[src/rtl/rv_rr_arbiter.sv]
// Round-robin N:1 ready/valid arbiter with burst locking.
// Ports: clk, rst (sync, active-high), i_valid/i_ready/i_data per requester,
//   e_valid/e_ready/e_data registered egress, grant_idx current/last owner.
module rv_rr_arbiter #(
  parameter int N         = 4,
  parameter int DW        = 8,
  parameter int MAX_BURST = 4
) (
  input  logic                 clk,
  input  logic                 rst,
  input  logic [N-1:0]         i_valid,
  output logic [N-1:0]         i_ready,
  input  logic [N*DW-1:0]      i_data,
  output logic                 e_valid,
  input  logic                 e_ready,
  output logic [DW-1:0]        e_data,
  output logic [$clog2(N)-1:0] grant_idx
);

  localparam int GW = $clog2(N);
  localparam int CW = $clog2(MAX_BURST + 1);
  localparam logic [CW-1:0] CMAX = CW'(MAX_BURST);
  localparam logic [CW-1:0] CONE = CW'(1);

  typedef enum logic {
    IDLE,
    BURST
  } state_t;

  state_t        state;
  state_t        state_nx;
  logic [CW-1:0] burst_cnt;
  logic [CW-1:0] cnt_nx;
  logic [GW-1:0] sel;
  logic          has_sel;
  logic          keep;
  logic          ld;
  logic          xfer;

  assign ld   = !e_valid || e_ready;
  assign xfer = ld && has_sel && !rst;

  // Owner keeps the lock while valid and under its beat budget;
  // otherwise scan from the slot after the owner, the owner last.
  // Descending offsets so the nearest valid slot is written last.
  always_comb begin
    keep    = (state == BURST)
              && i_valid[grant_idx]
              && (burst_cnt < CMAX);
    has_sel = 1'b0;
    sel     = grant_idx;
    if (keep) begin
      has_sel = 1'b1;
    end else begin
      for (int off = N; off >= 1; off--) begin
        if (i_valid[(int'(grant_idx) + off) % N]) begin
          has_sel = 1'b1;
          sel     = GW'((int'(grant_idx) + off) % N);
        end
      end
    end
  end

  always_comb begin
    i_ready = '0;
    if (xfer) begin
      i_ready[sel] = 1'b1;
    end
  end

  // A transfer that hits the beat budget drops to IDLE so the
  // next arbitration rotates away from the owner.
  always_comb begin
    state_nx = state;
    cnt_nx   = burst_cnt;
    if (ld) begin
      if (has_sel) begin
        if (state == BURST && sel == grant_idx) begin
          cnt_nx = burst_cnt + CONE;
        end else begin
          cnt_nx = CONE;
        end
        state_nx = (cnt_nx < CMAX) ? BURST : IDLE;
      end else begin
        state_nx = IDLE;
      end
    end
  end

  always_ff @(posedge clk) begin
    if (rst) begin
      state     <= IDLE;
      burst_cnt <= '0;
    end else begin
      state     <= state_nx;
      burst_cnt <= cnt_nx;
    end
  end

  always_ff @(posedge clk) begin
    if (rst) begin
      e_valid   <= 1'b0;
      e_data    <= '0;
      grant_idx <= GW'(N - 1);
    end else if (ld) begin
      if (has_sel) begin
        e_valid   <= 1'b1;
        e_data    <= i_data[int'(sel)*DW +: DW];
        grant_idx <= sel;
      end else begin
        e_valid <= 1'b0;
      end
    end
  end

endmodule
[config.mk]
export PLATFORM = sky130hd
export DESIGN_NAME = rv_rr_arbiter
export DESIGN_NICKNAME = d
export VERILOG_FILES = /design/src/rtl/rv_rr_arbiter.sv
export SDC_FILE = /design/constraint.sdc
export NUM_CORES = 1
export LEC_CHECK = 0
export ABC_AREA = 1
export CAP_MARGIN = 10
export CORE_MARGIN = 3
export CORE_UTILIZATION = 43
export DETAILED_ROUTE_END_ITERATION = 16
export GPL_ROUTABILITY_DRIVEN = 0
export GPL_TIMING_DRIVEN = 0
export PLACE_DENSITY = 0.86
export SYNTH_ARGS = -nofsm -noshare
export SYNTH_HDL_FRONTEND = slang
export SYNTH_SLANG_ARGS = --single-unit
[constraint.sdc]
create_clock -name clk -period 1.7 [get_ports clk]
set_input_delay 0.255 -clock clk [delete_from_list [all_inputs] [get_ports clk]]
set_output_delay 0.255 -clock clk [all_outputs]
set_load 0.05 [all_outputs]
==> results.toml, run 1 <==
[status]
status = "complete, but fails checks"
violations = "negative setup slack"

[detailed_routing]
routed_via_density = 6.05
drtIter0Drc = 206
wl_per_cell_um = 19.9
drc = 0
drt-pass1-iter-count = 5
antenna_left = 0
drt-total-wl_mm = 6.25
vias = 1899

[synth]
synth-seq-cells = 15
synth.distinct_cells = 28
synth.avg_cell_area_um2 = 6.71
synth-async-reset-ratio = 0
synth-seq-area-share = 0.230
syn_area_mm2 = 0.00131
synthCells = 195
synth_edf_count = 0
synth_top_cell_area_share = 0.230
synth_top_area_cell = "dfxtp_1"
synth_area_leaders = "dfxtp_1 (23%), nand2_1 (11%), nand3_1 (11%)"
syn_nets = 235
yosys_warnings = 0
synth_flop_cell = "dfxtp_1"

[layout]
layout.cells.non_filler = 314
diodes = 0
layout-drive-gt1-share = 0.410
fin_nets = 324
final_common_cell = "clkdlybuf4s50_1"
fillers = 119
final_cell_mix = "clkdlybuf4s50_1 (35), nand2_1 (24), nand2_4 (21), nand3_1 (21), buf_4 (20)"
final_core_util = 0.891
syn2layout_area_growth_pct = 92.7

[sta]
max_freq_mhz = 433
period_needed_ns = 2.31
hold_viol = 0
setup_viol = 19
worstMarginPinSlew_ns = 0.556
maxSlewViolCount = 0
rsz0062_at_grt = "true"
whs_ns = 0.518
skew_ns = 0.00904
fin_crit_sh = 1.36
setup_tns_ns = -6.84
maxSlewHeadroom = 0.629
fin_ws_ns = -0.607

[clock_network]
cts.hold.buffers_added = 0
cts_tree = "done"
h-tree-depth = 1
clkSinkCount = 15
clk_pin_slew_ns = 0.11
clock_latency_ns = 0.29
root_buffer = "clkbuf_4"
cts_buffer_depth = 2
cts_buffers = 3

[floorplanning]
start_util = 0.462
rows = 19
die_y_um = 61.1
die_w_um = 61.1
ios = 54
die_area_mm2 = 0.00374
core_mm2 = 0.00283

[worst_setup_path]
crit_type = "reg -> out"
crit_fanout = 7
worstPathRequired_ns = 1.44
crit_path_top_delay_cell = "dfxtp_4"
ff2ff_setup_slack_ns = -0.48
arrival_ns = 2.05
critPathMaxStageDelay_ns = 0.41
worst_setup_path_end_kind = "primary output"
setup.worst_path.start_class = "flop"
cpMostUsedCell = "nand2_4"
cp_cell_sequence = "buf_6 -> inv_6 -> nand2_4 -> nand2_4 -> nand2_2 -> nand2_2 -> nand2_2 -> nand2_4 -> nand2_4 -> nand2_4 -> nand2_8 -> buf_8 -> nor3_4 -> buf_6"

[placed_design]
dp.cells = 279
dp_hpwl_mm = 3.00
io_buffers = 53

[job]
maxCapViolations = 0

[global_route]
overflow = 0
grt_pass1_vias = 1548
antenna_found_initial = 0
grt_max_degree = 11
grt_pass1_wl_mm = 7.17
grt_use_total = 0.256

[hold_path]
hold_class = "reg -> reg"
logic make-up (layout without fill, tap and decap cells):
group	Yosys count	in the layout	share of synthesized area
buffers and inverters	27	115	0.127
XOR/XNOR	1	1	0.00670
AND/OR/NAND/NOR	132	132	0.548
adder cells (fa/ha/maj)	1	1	0.00957
AO/OA/AOI/OAI	19	19	0.0785
flip-flops	15	15	0.230
state kept, by name, summed over array words and instances (netlist names):
| name | flops |
|---|---|
| e_data | 8 |
| e_valid | 1 |
| state | 1 |
| burst_cnt | 3 |
| grant_idx | 2 |
metal layers:
layer | global-route usage | wire, um | part of all wire | vias up
met5 | 0 | 0 | 0 | -
met4 | 0.108 | 291 | 0.047 | 0
met3 | 0.0210 | 525 | 0.084 | 39
met2 | 0.421 | 3030 | 0.48 | 151
met1 | 0.344 | 2410 | 0.39 | 886
li1 | - | - | - | 823
area by class of cell:
cell class	instances	area, um^2	share of cell area
multi-input combinational	153	1060	0.419
sequential	15	308	0.122
buffer	11	119	0.0472
timing repair inverter	1	8.76	0.00348
timing repair buffer	85	891	0.354
clock buffer	4	26.3	0.0104
tap	31	38.8	0.0154
inverter	14	72.6	0.0288
synth_stat cells (2+ instances only):
cell	instances
a21oi_1	4
buf_2	2
buf_4	4
buf_6	5
clkbuf_1	2
dfxtp_1	15
inv_1	8
inv_2	4
nand2_1	40
nand2_2	11
nand2_4	6
nand3_1	28
nand3_2	3
nand3_4	2
nand4_1	13
nor2_1	25
nor3_1	2
o21ai_0	11
metrics by stage:
stage / area, um^2 / worst slack, ns
after floorplan: 1390 / -0.401
after global placement: 1960 / -1.19
after detailed placement: 1960 / -1.23
after CTS: 2220 / -0.528
after global routing: 2520 / -0.695
final: 2520 / -0.607
worst max-delay path, delay by kind of cell, from the launching register on:
family	cells	cell delay, ns
and+or+nand+nor	10	0.83
buffers and inverters	4	0.51
DFF	1	0.41
what timing repair did:
action	in CTS	in global routing
gates resized for setup	62	50
pin swaps	14	19
endpoints found under the setup margin	20	29
buffers inserted	18	14
cloned	1	2
worst paths after layout:
check | startpoint | to | cells past startpoint
max | grant_idx[0] | i_ready[2] | 14
min | state | state | 2
max reg2reg | grant_idx[0] | e_data[3] | 16
min reg2reg | state | state | 2
Power of run 1 is not shown: default switching activity piles up to over one toggle a cycle in this logic, so the estimate is an artifact.
==> run 2, diff against run 1 <==
--- a/config.mk
+++ b/config.mk
@@ -9,6 +9,7 @@
 export CAP_MARGIN = 10
 export CORE_MARGIN = 3
 export CORE_UTILIZATION = 43
+export CTS_BUF_LIST = sky130_fd_sc_hd__clkbuf_4 sky130_fd_sc_hd__clkbuf_8 sky130_fd_sc_hd__clkbuf_16
 export DETAILED_ROUTE_END_ITERATION = 16
 export GPL_ROUTABILITY_DRIVEN = 0
 export GPL_TIMING_DRIVEN = 0
==> results.toml, run 2 (synthesis gave the netlist of run 1 again) <==
[worst_setup_path]
crit_type = "reg -> out"
cp_cell_sequence = "buf_6 -> inv_6 -> nand2_4 -> nand2_4 -> nand2_2 -> nand2_2 -> a21oi_1 -> a31oi_4 -> buf_4 -> nand2_4 -> nor3_4 -> buf_6"
critPathMaxStageDelay_ns = 0.45
arrival_ns = 2.11
cpMostUsedCell = "nand2_4"
worstPathRequired_ns = 1.44
worst_setup_path_end_kind = "primary output"
crit_path_top_delay_cell = "dfxtp_4"
crit_fanout = 7
setup.worst_path.start_class = "flop"

[layout]
final_core_util = 0.897
reg_top3 = "e_data (8), burst_cnt (3), grant_idx (2)"
multi_input_area_mm2 = 0.00106
diodes = 0
fin_nets = 325
fillers = 116
regMostFlops = "e_data"
design_area_mm2 = 0.00254
seq_area_um2 = 308
layout-drive-gt1-share = 0.415
final_cell_mix = "clkdlybuf4s50_1 (35), nand2_1 (24), nand2_4 (21)"
largest_reg_flops = 8
syn2layout_area_growth_pct = 94.1
final_common_cell = "clkdlybuf4s50_1"

[floorplanning]
die_area_mm2 = 0.00374
ios = 54
core_mm2 = 0.00283
rows = 19
start_util = 0.462
die_w_um = 61.1
die_y_um = 61.1

[sta]
maxSlewHeadroom = 0.635
worstMarginPinSlew_ns = 0.547
maxSlewViolCount = 0
fin_crit_sh = 1.39
whs_ns = 0.520
hold_viol = 0
max_freq_mhz = 422
period_needed_ns = 2.37
setup_viol = 19
skew_ns = 0.000601
rsz0062_at_grt = "true"
fin_ws_ns = -0.668

[detailed_routing]
drt-total-wl_mm = 5.99
vias = 1854
drt-pass1-iter-count = 6
antenna_left = 0
routed_via_density = 5.89
drc = 0
drtIter0Drc = 164
wl_per_cell_um = 19.0

[global_route]
grt_max_degree = 11
grt_pass1_vias = 1515
overflow = 0
antenna_found_initial = 0
grt_pass1_wl_mm = 7.07
grt_use_total = 0.248

[placed_design]
dp_slack_ns = -1.23
io_buffers = 53
dp_hpwl_mm = 3.00
placed_area_mm2 = 0.00196

[clock_network]
clk_pin_slew_ns = 0.10
clock_latency_ns = 0.29
cts_buffers = 3
cts_buffer_depth = 2
cts_tree = "done"
clkSinkCount = 15
root_buffer = "clkbuf_4"
cts.hold.buffers_added = 0
h-tree-depth = 1

[status]
status = "complete, but fails checks"
violations = "negative setup slack"

[hold_path]
hold_class = "reg -> reg"

[job]
maxCapViolations = 0
run 2: routing by layer:
layer  wire, um  share of wire  global-route usage  vias to the layer above
met1       2290           0.38               0.350                      856
met4        269          0.045              0.0743                        0
met2       2830           0.47               0.414                      135
li1           -              -                   -                      830
met3        605           0.10             0.00629                       33
met5          0              0                   0                        -
run 2: per-stage QoR:
| stage | instances | setup TNS [ns] |
|---|---|---|
| 2_1_floorplan | 195 | -1.77 |
| 3_3_place_gp | 279 | -9.23 |
| 3_5_place_dp | 279 | -9.78 |
| 4_1_cts | 301 | -4.56 |
| 5_1_grt | 315 | -9.65 |
| 6_report | 315 | -7.86 |
run 2: critical path, delay by kind of cell (launching register included):
kind / cells / cell delay (ns)
buf+inv: 4 / 0.50
flops: 1 / 0.45
simple gates: 6 / 0.44
compound gates: 2 / 0.44
run 2: layout make-up:
class                           count  share of cell area
Multi-Input combinational cell    153               0.417
Buffer                             11              0.0468
Tap cell                           31              0.0153
Timing Repair Buffer               86               0.356
Sequential cell                    15               0.121
Timing Repair inverter              1             0.00345
Inverter                           14              0.0286
Clock buffer                        4              0.0118
run 2: final timing paths:
check	from	to	slack [ns]	cells after the start
setup / recovery	grant_idx[0]	i_ready[0]	-0.67	12
hold / removal	state	state	0.52	2
setup reg to reg	grant_idx[0]	e_data[7]	-0.42	15
hold reg to reg	state	state	0.52	2
run 2: repair_timing:
action,CTS,global route
pin swaps,13,22
cloned,1,2
gates resized for setup,61,52
buffers inserted,18,14
endpoints found under the setup margin,20,29
Power of run 2 is left out for the same reason.
==> run 3, diff against run 2 <==
--- a/config.mk
+++ b/config.mk
@@ -8,12 +8,12 @@
 export ABC_AREA = 1
 export CAP_MARGIN = 10
 export CORE_MARGIN = 3
-export CORE_UTILIZATION = 43
+export CORE_UTILIZATION = 29
 export CTS_BUF_LIST = sky130_fd_sc_hd__clkbuf_4 sky130_fd_sc_hd__clkbuf_8 sky130_fd_sc_hd__clkbuf_16
 export DETAILED_ROUTE_END_ITERATION = 16
 export GPL_ROUTABILITY_DRIVEN = 0
 export GPL_TIMING_DRIVEN = 0
-export PLACE_DENSITY = 0.86
+export PLACE_DENSITY = 0.66
 export SYNTH_ARGS = -nofsm -noshare
 export SYNTH_HDL_FRONTEND = slang
 export SYNTH_SLANG_ARGS = --single-unit
==> constraint.sdc (replaced) <==
create_clock -name clk -period 1.9 [get_ports clk]
set_input_delay 0.285 -clock clk [delete_from_list [all_inputs] [get_ports clk]]
set_output_delay 0.285 -clock clk [all_outputs]
set_load 0.05 [all_outputs]
==> results.toml, run 3 (synthesis gave the netlist of run 1 again) <==
[pwr]
swShare = 0.537
irDropWorstVdd_uv = 928
power_frac_comb = 0.841
p_leak_nw = 1.05
internal-power_mw = 2.39
p_seq_frac = 0.108
p_sw_mw = 2.77
p_per_area_mw_per_mm2 = 2250
clkPwrFrac = 0.051

[floorplanning]
die_w_um = 73.1
die_y_um = 73.1
core_mm2 = 0.00417
ios = 54
start_util = 0.313
die_area_mm2 = 0.00535
rows = 23

[clock_network]
h-tree-depth = 1
cts_buffers = 3
cts_buffer_depth = 2
clk_pin_slew_ns = 0.06
root_buffer = "clkbuf_8"
cts_tree = "done"
clkSinkCount = 15
clock_latency_ns = 0.25

[worst_setup_path]
crit_type = "reg -> out"
cpMostUsedCell = "nand2_2"
setup.worst_path.start_class = "flop"
crit_path_top_delay_cell = "dfxtp_4"
arrival_ns = 1.86
path_delay_family = "simple AND/OR/NAND/NOR gates"
crit_fanout = 8
crit_buf_inv = 4
critPathMaxStageDelay_ns = 0.38
crit_cells = 11
worst_setup_path_end_kind = "primary output"
worstPathRequired_ns = 1.62
rr_worst_depth = 17
cp_cell_sequence = "inv_8 -> nand2_2 -> nand2_2 -> nand2_2 -> nand2_4 -> inv_4 -> a31oi_4 -> buf_6 -> nand2_8 -> nor3_4 -> buf_6"

[layout]
final_cell_mix = "clkdlybuf4s50_1 (44), nand2_1 (28), nand3_1 (25)"
final_core_util = 0.549
design_area_mm2 = 0.00229
regMostFlops = "e_data"
final_common_cell = "clkdlybuf4s50_1"
largest_reg_flops = 8
diodes = 0
reg_top3 = "e_data (8), burst_cnt (3), grant_idx (2)"
layout-drive-gt1-share = 0.349
syn2layout_area_growth_pct = 75.2
fin_nets = 313

[placed_design]
dp_hpwl_mm = 3.01
io_buffers = 53
placed_area_mm2 = 0.00196

[sta]
rsz0062_at_grt = "true"
maxSlewHeadroom = 0.654
setup_viol = 12
period_needed_ns = 2.14
fin_ws_ns = -0.244
hold_viol = 0
max_freq_mhz = 466
maxSlewViolCount = 0
skew_ns = 0.00161
fin_crit_sh = 1.13
worstMarginPinSlew_ns = 0.517

[global_route]
antenna_found_initial = 0
grt_pass1_vias = 1441
grt_use_total = 0.157
overflow = 0
grt_pass1_wl_mm = 6.71
grt_max_degree = 11

[detailed_routing]
wl_per_cell_um = 13.7
routed_via_density = 4.87
drtIter0Drc = 74
antenna_left = 0
drt-total-wl_mm = 4.40
drt-pass1-iter-count = 4
vias = 1567
drc = 0

[hold_path]
worstHoldPathCells = 2
hold_class = "reg -> reg"

[status]
status = "complete, but fails checks"
violations = "negative setup slack"

[job]
maxCapViolations = 0
-- run 3: per-stage QoR --
step | setup TNS, ns | instances | hold slack [ns] | setup slack (ns) | power [mW]
after CTS | -0.827 | 312 | 0.499 | -0.232 | 4.63
after global placement | -6.56 | 298 | 0.482 | -1.08 | 4.01
after detailed placement | -6.66 | 298 | 0.488 | -1.08 | 4.02
final | -1.19 | 322 | 0.502 | -0.244 | 5.16
after floorplan | -0.699 | 195 | 0.347 | -0.231 | 3.24
after global routing | -2.41 | 322 | 0.537 | -0.354 | 5.55
-- run 3: power by group through the flow --
stage / logic (mW) / clock network, mW / registers (mW)
2_1_floorplan: 2.42 / 0 / 0.819
6_report: 4.34 / 0.264 / 0.556
4_1_cts: 3.80 / 0.274 / 0.562
3_3_place_gp: 3.48 / 0 / 0.521
3_5_place_dp: 3.50 / 0 / 0.522
5_1_grt: 4.69 / 0.288 / 0.573
-- run 3: cell type report --
type                            count  area [um^2]
Sequential cell                    15          308
Fill cell                         378         1880
Clock buffer                        3         41.3
Multi-Input combinational cell    153          996
Inverter                           14         70.1
Buffer                             10         91.3
Tap cell                           50         62.6
Clock inverter                      1         5.00
Timing Repair Buffer               76          717
-- run 3: worst reg2reg max path, delay by kind of cell, from the launching register on --
| family | cells | cell delay [ns] |
|---|---|---|
| buf+inv | 4 | 0.53 |
| simple gates | 13 | 0.93 |
| flops | 1 | 0.38 |
-- run 3: path summary, 6_finish.rpt --
check | start | to | slack [ns]
worst min register to register | state | state | 0.50
worst min-delay path | state | state | 0.50
worst max-delay path | grant_idx[0] | i_ready[2] | -0.24
worst max register to register | grant_idx[0] | e_data[1] | -0.06
-- run 3: repair_timing --
item | 4_1_cts | 5_1_grt
resized for setup | 42 | 33
setup buffers | 13 | 11
hold buffers | 0 | 0
pin swaps | 4 | 18
setup endpoints to repair | 4 | 20
-- run 3: routing by layer --
metal | vias up | routed length (um) | GRT usage
met5 | - | 0 | 0
met4 | 0 | 36 | 0.0410
met3 | 5 | 237 | 0.0289
met2 | 51 | 2210 | 0.252
met1 | 706 | 1920 | 0.215
li1 | 805 | - | -
Note: power is estimated with default switching activity, not from simulation.
